**config.mk**
```make
export PLATFORM = sky130hd
export DESIGN_NAME = wb_test_mailbox
export DESIGN_NICKNAME = d
export VERILOG_FILES = /design/src/rtl/wb_test_mailbox.sv
export SDC_FILE = /design/constraint.sdc
export NUM_CORES = 1
export LEC_CHECK = 0
export CORE_MARGIN = 8
export CORE_UTILIZATION = 49
export DETAILED_ROUTE_END_ITERATION = 10
export PLACE_DENSITY = 0.87
export SKIP_CTS_REPAIR_TIMING = 1
export SLEW_MARGIN = 10
export SYNTH_ARGS = -nofsm -noshare
export SYNTH_HDL_FRONTEND = slang
export SYNTH_SLANG_ARGS = --single-unit
```
**constraint.sdc**
```tcl
create_clock -name i_clk -period 4.1 [get_ports i_clk]
set_input_delay 0.41 -clock i_clk [delete_from_list [all_inputs] [get_ports i_clk]]
set_output_delay 0.41 -clock i_clk [all_outputs]
set_load 0.01 [all_outputs]
```
**src/rtl/wb_test_mailbox.sv**
```systemverilog
// Wishbone test mailbox: the test program writes its result and end flag here.
// A watchdog counter and result comparison raise done/pass/timeout for the bench.
module wb_test_mailbox #(
   parameter logic [31:0] BASE_ADDR = 32'h0000_0500,
   parameter int          TIMEOUT   = 600,
   parameter int          ACK_DELAY = 1,
   parameter int          CNT_W     = 16
) (
   input  logic             i_clk,
   input  logic             i_arst,
   input  logic             i_start,
   input  logic [31:0]      i_expected,
   input  logic             i_wb_we,
   input  logic [3:0]       i_wb_sel,
   input  logic [31:0]      i_wb_adr,
   input  logic [31:0]      i_wb_dat,
   input  logic             i_wb_cyc,
   input  logic             i_wb_stb,
   output logic [31:0]      o_wb_dat,
   output logic             o_wb_ack,
   output logic             o_hit,
   output logic             o_done,
   output logic             o_pass,
   output logic             o_timeout,
   output logic [31:0]      o_result,
   output logic [CNT_W-1:0] o_cycles
);

   typedef enum logic [1:0] {ST_IDLE, ST_ARMED, ST_DONE, ST_TIMEOUT} state_t;

   localparam logic [2:0]       ACK_D   = 3'(ACK_DELAY);
   localparam logic [CNT_W-1:0] TO_LAST = CNT_W'(TIMEOUT - 1);
   localparam logic [CNT_W-1:0] TO_VAL  = CNT_W'(TIMEOUT);

   function automatic logic [31:0] byte_merge(input logic [31:0] old,
                                              input logic [31:0] wdat,
                                              input logic [3:0]  be);
      logic [31:0] r;
      r = old;
      for (int n = 0; n < 4; n++)
         if (be[n]) r[8*n +: 8] = wdat[8*n +: 8];
      return r;
   endfunction

   state_t            state, state_nxt;
   logic              vld_p0;
   logic [2:0]        dly_p0;
   logic [1:0]        off_p0;
   logic              we_p0;
   logic [3:0]        sel_p0;
   logic [31:0]       dat_p0;
   logic [31:0]       result, result_nxt;
   logic [CNT_W-1:0]  cycles;
   logic              pass;
   logic              accept, ack, wr, valid_wr, abort;
   logic              unused_adr;

   assign unused_adr = ^i_wb_adr[1:0];

   always_comb begin
      o_hit      = i_wb_cyc & i_wb_stb & (i_wb_adr[31:4] == BASE_ADDR[31:4]);
      accept     = o_hit & ~vld_p0 & ~i_start;
      ack        = vld_p0 & (dly_p0 == ACK_D) & i_wb_cyc & i_wb_stb & ~i_start;
      abort      = vld_p0 & ~(i_wb_cyc & i_wb_stb);
      wr         = ack & we_p0;
      valid_wr   = wr & (off_p0 == 2'd0) & sel_p0[0] & dat_p0[0];
      result_nxt = (wr && off_p0 == 2'd1) ? byte_merge(result, dat_p0, sel_p0) : result;
   end

   // Stage p0: accepted request held until ack, abort or arm
   always_ff @(posedge i_clk or posedge i_arst) begin
      if (i_arst) begin
         vld_p0 <= 1'b0;
         dly_p0 <= '0;
         off_p0 <= '0;
         we_p0  <= 1'b0;
         sel_p0 <= '0;
         dat_p0 <= '0;
      end else if (i_start || ack || abort) begin
         vld_p0 <= 1'b0;
         dly_p0 <= '0;
      end else if (accept) begin
         vld_p0 <= 1'b1;
         dly_p0 <= 3'd1;
         off_p0 <= i_wb_adr[3:2];
         we_p0  <= i_wb_we;
         sel_p0 <= i_wb_sel;
         dat_p0 <= i_wb_dat;
      end else if (vld_p0) begin
         dly_p0 <= dly_p0 + 3'd1;
      end
   end

   always_comb begin
      state_nxt = state;
      case (state)
         ST_ARMED: begin
            if (valid_wr)              state_nxt = ST_DONE;
            else if (cycles == TO_LAST) state_nxt = ST_TIMEOUT;
         end
         default: state_nxt = state;
      endcase
      if (i_start) state_nxt = ST_ARMED;
   end

   always_ff @(posedge i_clk or posedge i_arst) begin
      if (i_arst) begin
         state  <= ST_IDLE;
         result <= '0;
         cycles <= '0;
         pass   <= 1'b0;
      end else begin
         state <= state_nxt;
         if (i_start) begin
            result <= '0;
            cycles <= '0;
            pass   <= 1'b0;
         end else begin
            result <= result_nxt;
            // The VALID write wins over a coincident timeout and freezes the counter
            if (state == ST_ARMED) begin
               if (valid_wr)               pass   <= (result_nxt == i_expected);
               else if (cycles == TO_LAST) cycles <= TO_VAL;
               else                        cycles <= cycles + CNT_W'(1);
            end
         end
      end
   end

   always_comb begin
      o_wb_dat = '0;
      if (ack && !we_p0) begin
         case (off_p0)
            2'd1:    o_wb_dat = result;
            2'd2:    o_wb_dat = {29'b0, state == ST_TIMEOUT, pass, state == ST_DONE};
            2'd3:    o_wb_dat = 32'(cycles);
            default: o_wb_dat = '0;
         endcase
      end
      o_wb_ack  = ack;
      o_done    = (state == ST_DONE);
      o_pass    = pass;
      o_timeout = (state == ST_TIMEOUT);
      o_result  = result;
      o_cycles  = cycles;
   end

endmodule

```
==> results.md <==
- Fin nets: between 800 and 900
- Destination of the worst hold path: dly_p0[2]
- Wirelength per Cell: slightly below 20 um
- Initial standard-cell utilization of the core: between 50 and 60%
- Pin count of the biggest net entering global routing: slightly above 50
- Setup repair after global routing missed its margin: false
- Crit-path max FO: 16
- Max Clock Skew: approximately 0.007 ns
- Portion of the post-synthesis area used by sequential elements: 45.16%
- Clock tree buffer depth: 2
- First-pass GRT wire length: ~27,000 um
- P&R area growth vs syn: 44.05%
- Worst rel slew slack: between 30% and 40%
- Routed Antenna Nets: 0
- Fin crit period: 3.576 ns
- Worst slew pin tran: 0.9295 ns
- Fraction of synthesis flops using an asynchronous set or reset pin: 100.0%
- # fillers: ~700
- Min-Delay Path Class: in -> reg
- Clock latency on the worst-skew pair: about 0.36 ns
- Top cell type's share of synthesized area: 45.16%
- H-Tree Depth: 3
- Yosys warning total: 0
- Power per cell area: around 240 mW/mm^2
- Worst voltage drop across the vdd grid: between 0.15 and 0.2 mV
- Row cnt: 37
- TritonCTS clock tree: yes
- Number of optimization iterations in the first detailed-route pass: 5
- Highest attainable clock frequency: about 280 MHz
- Vias per Instance: between 5 and 6
- Status: completed
- Cell at the root of the clock tree: sky130_fd_sc_hd__clkbuf_8
- Total leakage power: about 3.2 nW
- Core outline area: a little over 0.01 sq mm
- Largest area contributor in the netlist: sky130_fd_sc_hd__dfrtp_1
- Clk slew on worst S/H paths: 0.09 ns
- DRT iter0 DRCs: between 300 and 400
- Distinct cell type count of the synthesized netlist: 53
- Top-level port count: ~190
- Post-synth EDFFs: 0
- Area of the die: 0.01418 sq mm
- Data arrival time at the worst-slack endpoint: between 3 and 4 ns
- DRC violations left: 0
- Combined area of all synthesized cells: 0.005209 sq mm
- Endpoint of the most critical register-to-register path: o_pass
- Cell count after synthesis: between 500 and 600
- Tot GR Track Use: 23.32%
- Origin of the worst min-delay path: i_start
- Routability Congestion: about 0.89
- Via count of the first global-routing pass: about 5.2k
- Largest cells by area after synthesis: sky130_fd_sc_hd__dfrtp_1 (45%), sky130_fd_sc_hd__mux2i_1 (8.5%), sky130_fd_sc_hd__mux2_2 (8.0%)
- Post-detailed-placement half-perimeter wirelength: between 10,000 and 15,000 um
- Cells on Worst Hold Path: 3
- PortBufs: 188
- Dominant synthesized flop cell: sky130_fd_sc_hd__dfrtp_1
- Share of final-layout standard cells stronger than drive strength 1: about 11%
- Type of the worst setup path: reg -> out
- Wire length reported by the detailed router: between 15,000 and 20,000 um
- Source of the worst register-to-register timing path: dly_p0[1]
- Final-report hold violation count: 0
- Endpoints failing setup: 0
- Vias: slightly below 5k
- PnR Total Power: roughly 1.8 mW
- Ant. Diodes: 0
- Final worst-path cycle share: a little under 90%
- Setup_tns: 0 ns
- Crit path largest cell delay: 0.54 ns
- Cell with the biggest individual delay on the critical path: sky130_fd_sc_hd__clkdlybuf4s50_1
- Synthesized flop and latch total: 94
- Kind of capture point of the worst setup path: primary output
- Commonest cells in the synthesized netlist: sky130_fd_sc_hd__dfrtp_1 (94), sky130_fd_sc_hd__nor2_1 (68), sky130_fd_sc_hd__mux2i_1 (44)
- Max-slew violation count: 0
- Cells along the critical path: inv_1 -> ha_1 -> nand4b_4 -> nor3_1 -> nand2b_1 -> or2_2 -> nor2_1 -> buf_4 -> and2_1 -> clkdlybuf4s50_1
- Clock sink count: 94
- Antenna violations before repair: 0
- Slack of the worst reg-to-reg path: 0.93 ns
- GR Overflow Total: 0
- Clock buffer count from CTS: 9
- Per-instance average area after synthesis: roughly 9.7 sq um
- CP Data Required Time: around 3.7 ns
- Synthesized Nets: between 600 and 700
- CP Launch Type: flop
- R2r worst-path depth: 9
- Most common cell in the netlist: sky130_fd_sc_hd__dfrtp_1
- Overall die width: 119.1 um
- Max-Cap Viols: 0
- Die Ht: about 120 um
-- logic make-up (layout without fill, tap and decap cells) --
group | count (synthesis) | in the layout | share of synthesized area [%]
compound gates | 87 | 87 | 10.38
xor+xnor | 23 | 23 | 3.868
fa+ha+maj | 3 | 3 | 0.7207
buf+inv | 49 | 240 | 3.843
flops | 94 | 94 | 45.16
mux | 82 | 82 | 16.89
simple gates | 197 | 197 | 19.14
-- cell usage in the layout (no fill, tap or decap), types with 3 or more instances in the layout --
cell type,instances
sky130_fd_sc_hd__nor2_1,67
sky130_fd_sc_hd__o21ai_0,31
sky130_fd_sc_hd__nand4_1,4
sky130_fd_sc_hd__xnor2_1,9
sky130_fd_sc_hd__a21oi_1,21
sky130_fd_sc_hd__mux2_2,37
sky130_fd_sc_hd__nand3b_1,3
sky130_fd_sc_hd__nand2b_1,5
sky130_fd_sc_hd__buf_4,9
sky130_fd_sc_hd__nor3_2,3
sky130_fd_sc_hd__inv_1,24
sky130_fd_sc_hd__nor3_1,11
sky130_fd_sc_hd__o22ai_1,6
sky130_fd_sc_hd__nand2_1,39
sky130_fd_sc_hd__clkdlybuf4s50_1,187
sky130_fd_sc_hd__a211oi_1,3
sky130_fd_sc_hd__and2_1,15
sky130_fd_sc_hd__or2_2,3
sky130_fd_sc_hd__ha_1,3
sky130_fd_sc_hd__dfrtp_1,94
sky130_fd_sc_hd__nor4_1,8
sky130_fd_sc_hd__clkbuf_8,11
sky130_fd_sc_hd__nand3_1,14
sky130_fd_sc_hd__nor2b_1,6
sky130_fd_sc_hd__xor2_1,14
sky130_fd_sc_hd__and3_1,6
sky130_fd_sc_hd__nor3b_1,3
sky130_fd_sc_hd__mux2i_1,44
-- flip-flops by register name, summed over array words and instances, names as in the netlist --
| signal | flops |
|---|---|
| dat_p0 | 32 |
| o_result | 32 |
| o_cycles | 16 |
| sel_p0 | 4 |
| dly_p0 | 3 |
| off_p0 | 2 |
| state | 2 |
| o_pass | 1 |
| vld_p0 | 1 |
| we_p0 | 1 |
-- through the flow --
step	hold WS [ns]	std cells	utilization [%]	setup WS, ns	area, sq um
global route	0.4260	862	72.68	0.2462	7503
global placement	0.4897	846	70.43	0.7056	7271
CTS	0.4102	862	72.68	0.4934	7503
floorplan	0.4800	535	-	1.241	5209
detailed placement	0.4961	846	70.43	0.6480	7271
finish	0.4185	862	72.68	0.5243	7503
-- power breakdown --
part	total [mW]	internal (mW)	switching, mW
Clock	0.709	0.377	0.332
Combinational	0.184	0.112	0.0721
Sequential	0.933	0.929	0.00431
-- layout make-up --
type                       count  area [sq um]  area share (%)
clock buffer                  11         151.4           2.018
clock inverter                 5         81.33           1.084
inverter                      25         95.09           1.267
multi-input combinational    392          2669           35.57
sequential                    94          2352           31.35
tap                          136         170.2           2.268
timing repair buffer         199          1984           26.45
-- critical path, delay by kind of cell, from the launching register on --
family / cells / cell delay, ns
fa+ha+maj: 1 / 0.21
flops: 1 / 0.42
simple gates: 6 / 1.34
buf+inv: 3 / 0.82
-- layer usage --
metal	up-vias	track usage (%)	wire length, um
li1	2256	-	-
met1	2327	26.19	6597
met2	247	40.78	8258
met3	27	8.786	1674
met4	0	5.929	321
met5	-	0	0
-- worst max path at each step --
stage | from | cells past startpoint | end
floorplan | i_arst | 1 | dat_p0[0]
global placement | i_wb_cyc | 9 | o_wb_dat[20]
detailed placement | i_wb_cyc | 9 | o_wb_dat[20]
CTS | dly_p0[1] | 10 | o_wb_dat[20]
global route | dly_p0[1] | 10 | o_wb_dat[29]
finish | dly_p0[1] | 10 | o_wb_dat[20]
(Power assumes the default switching activity.)
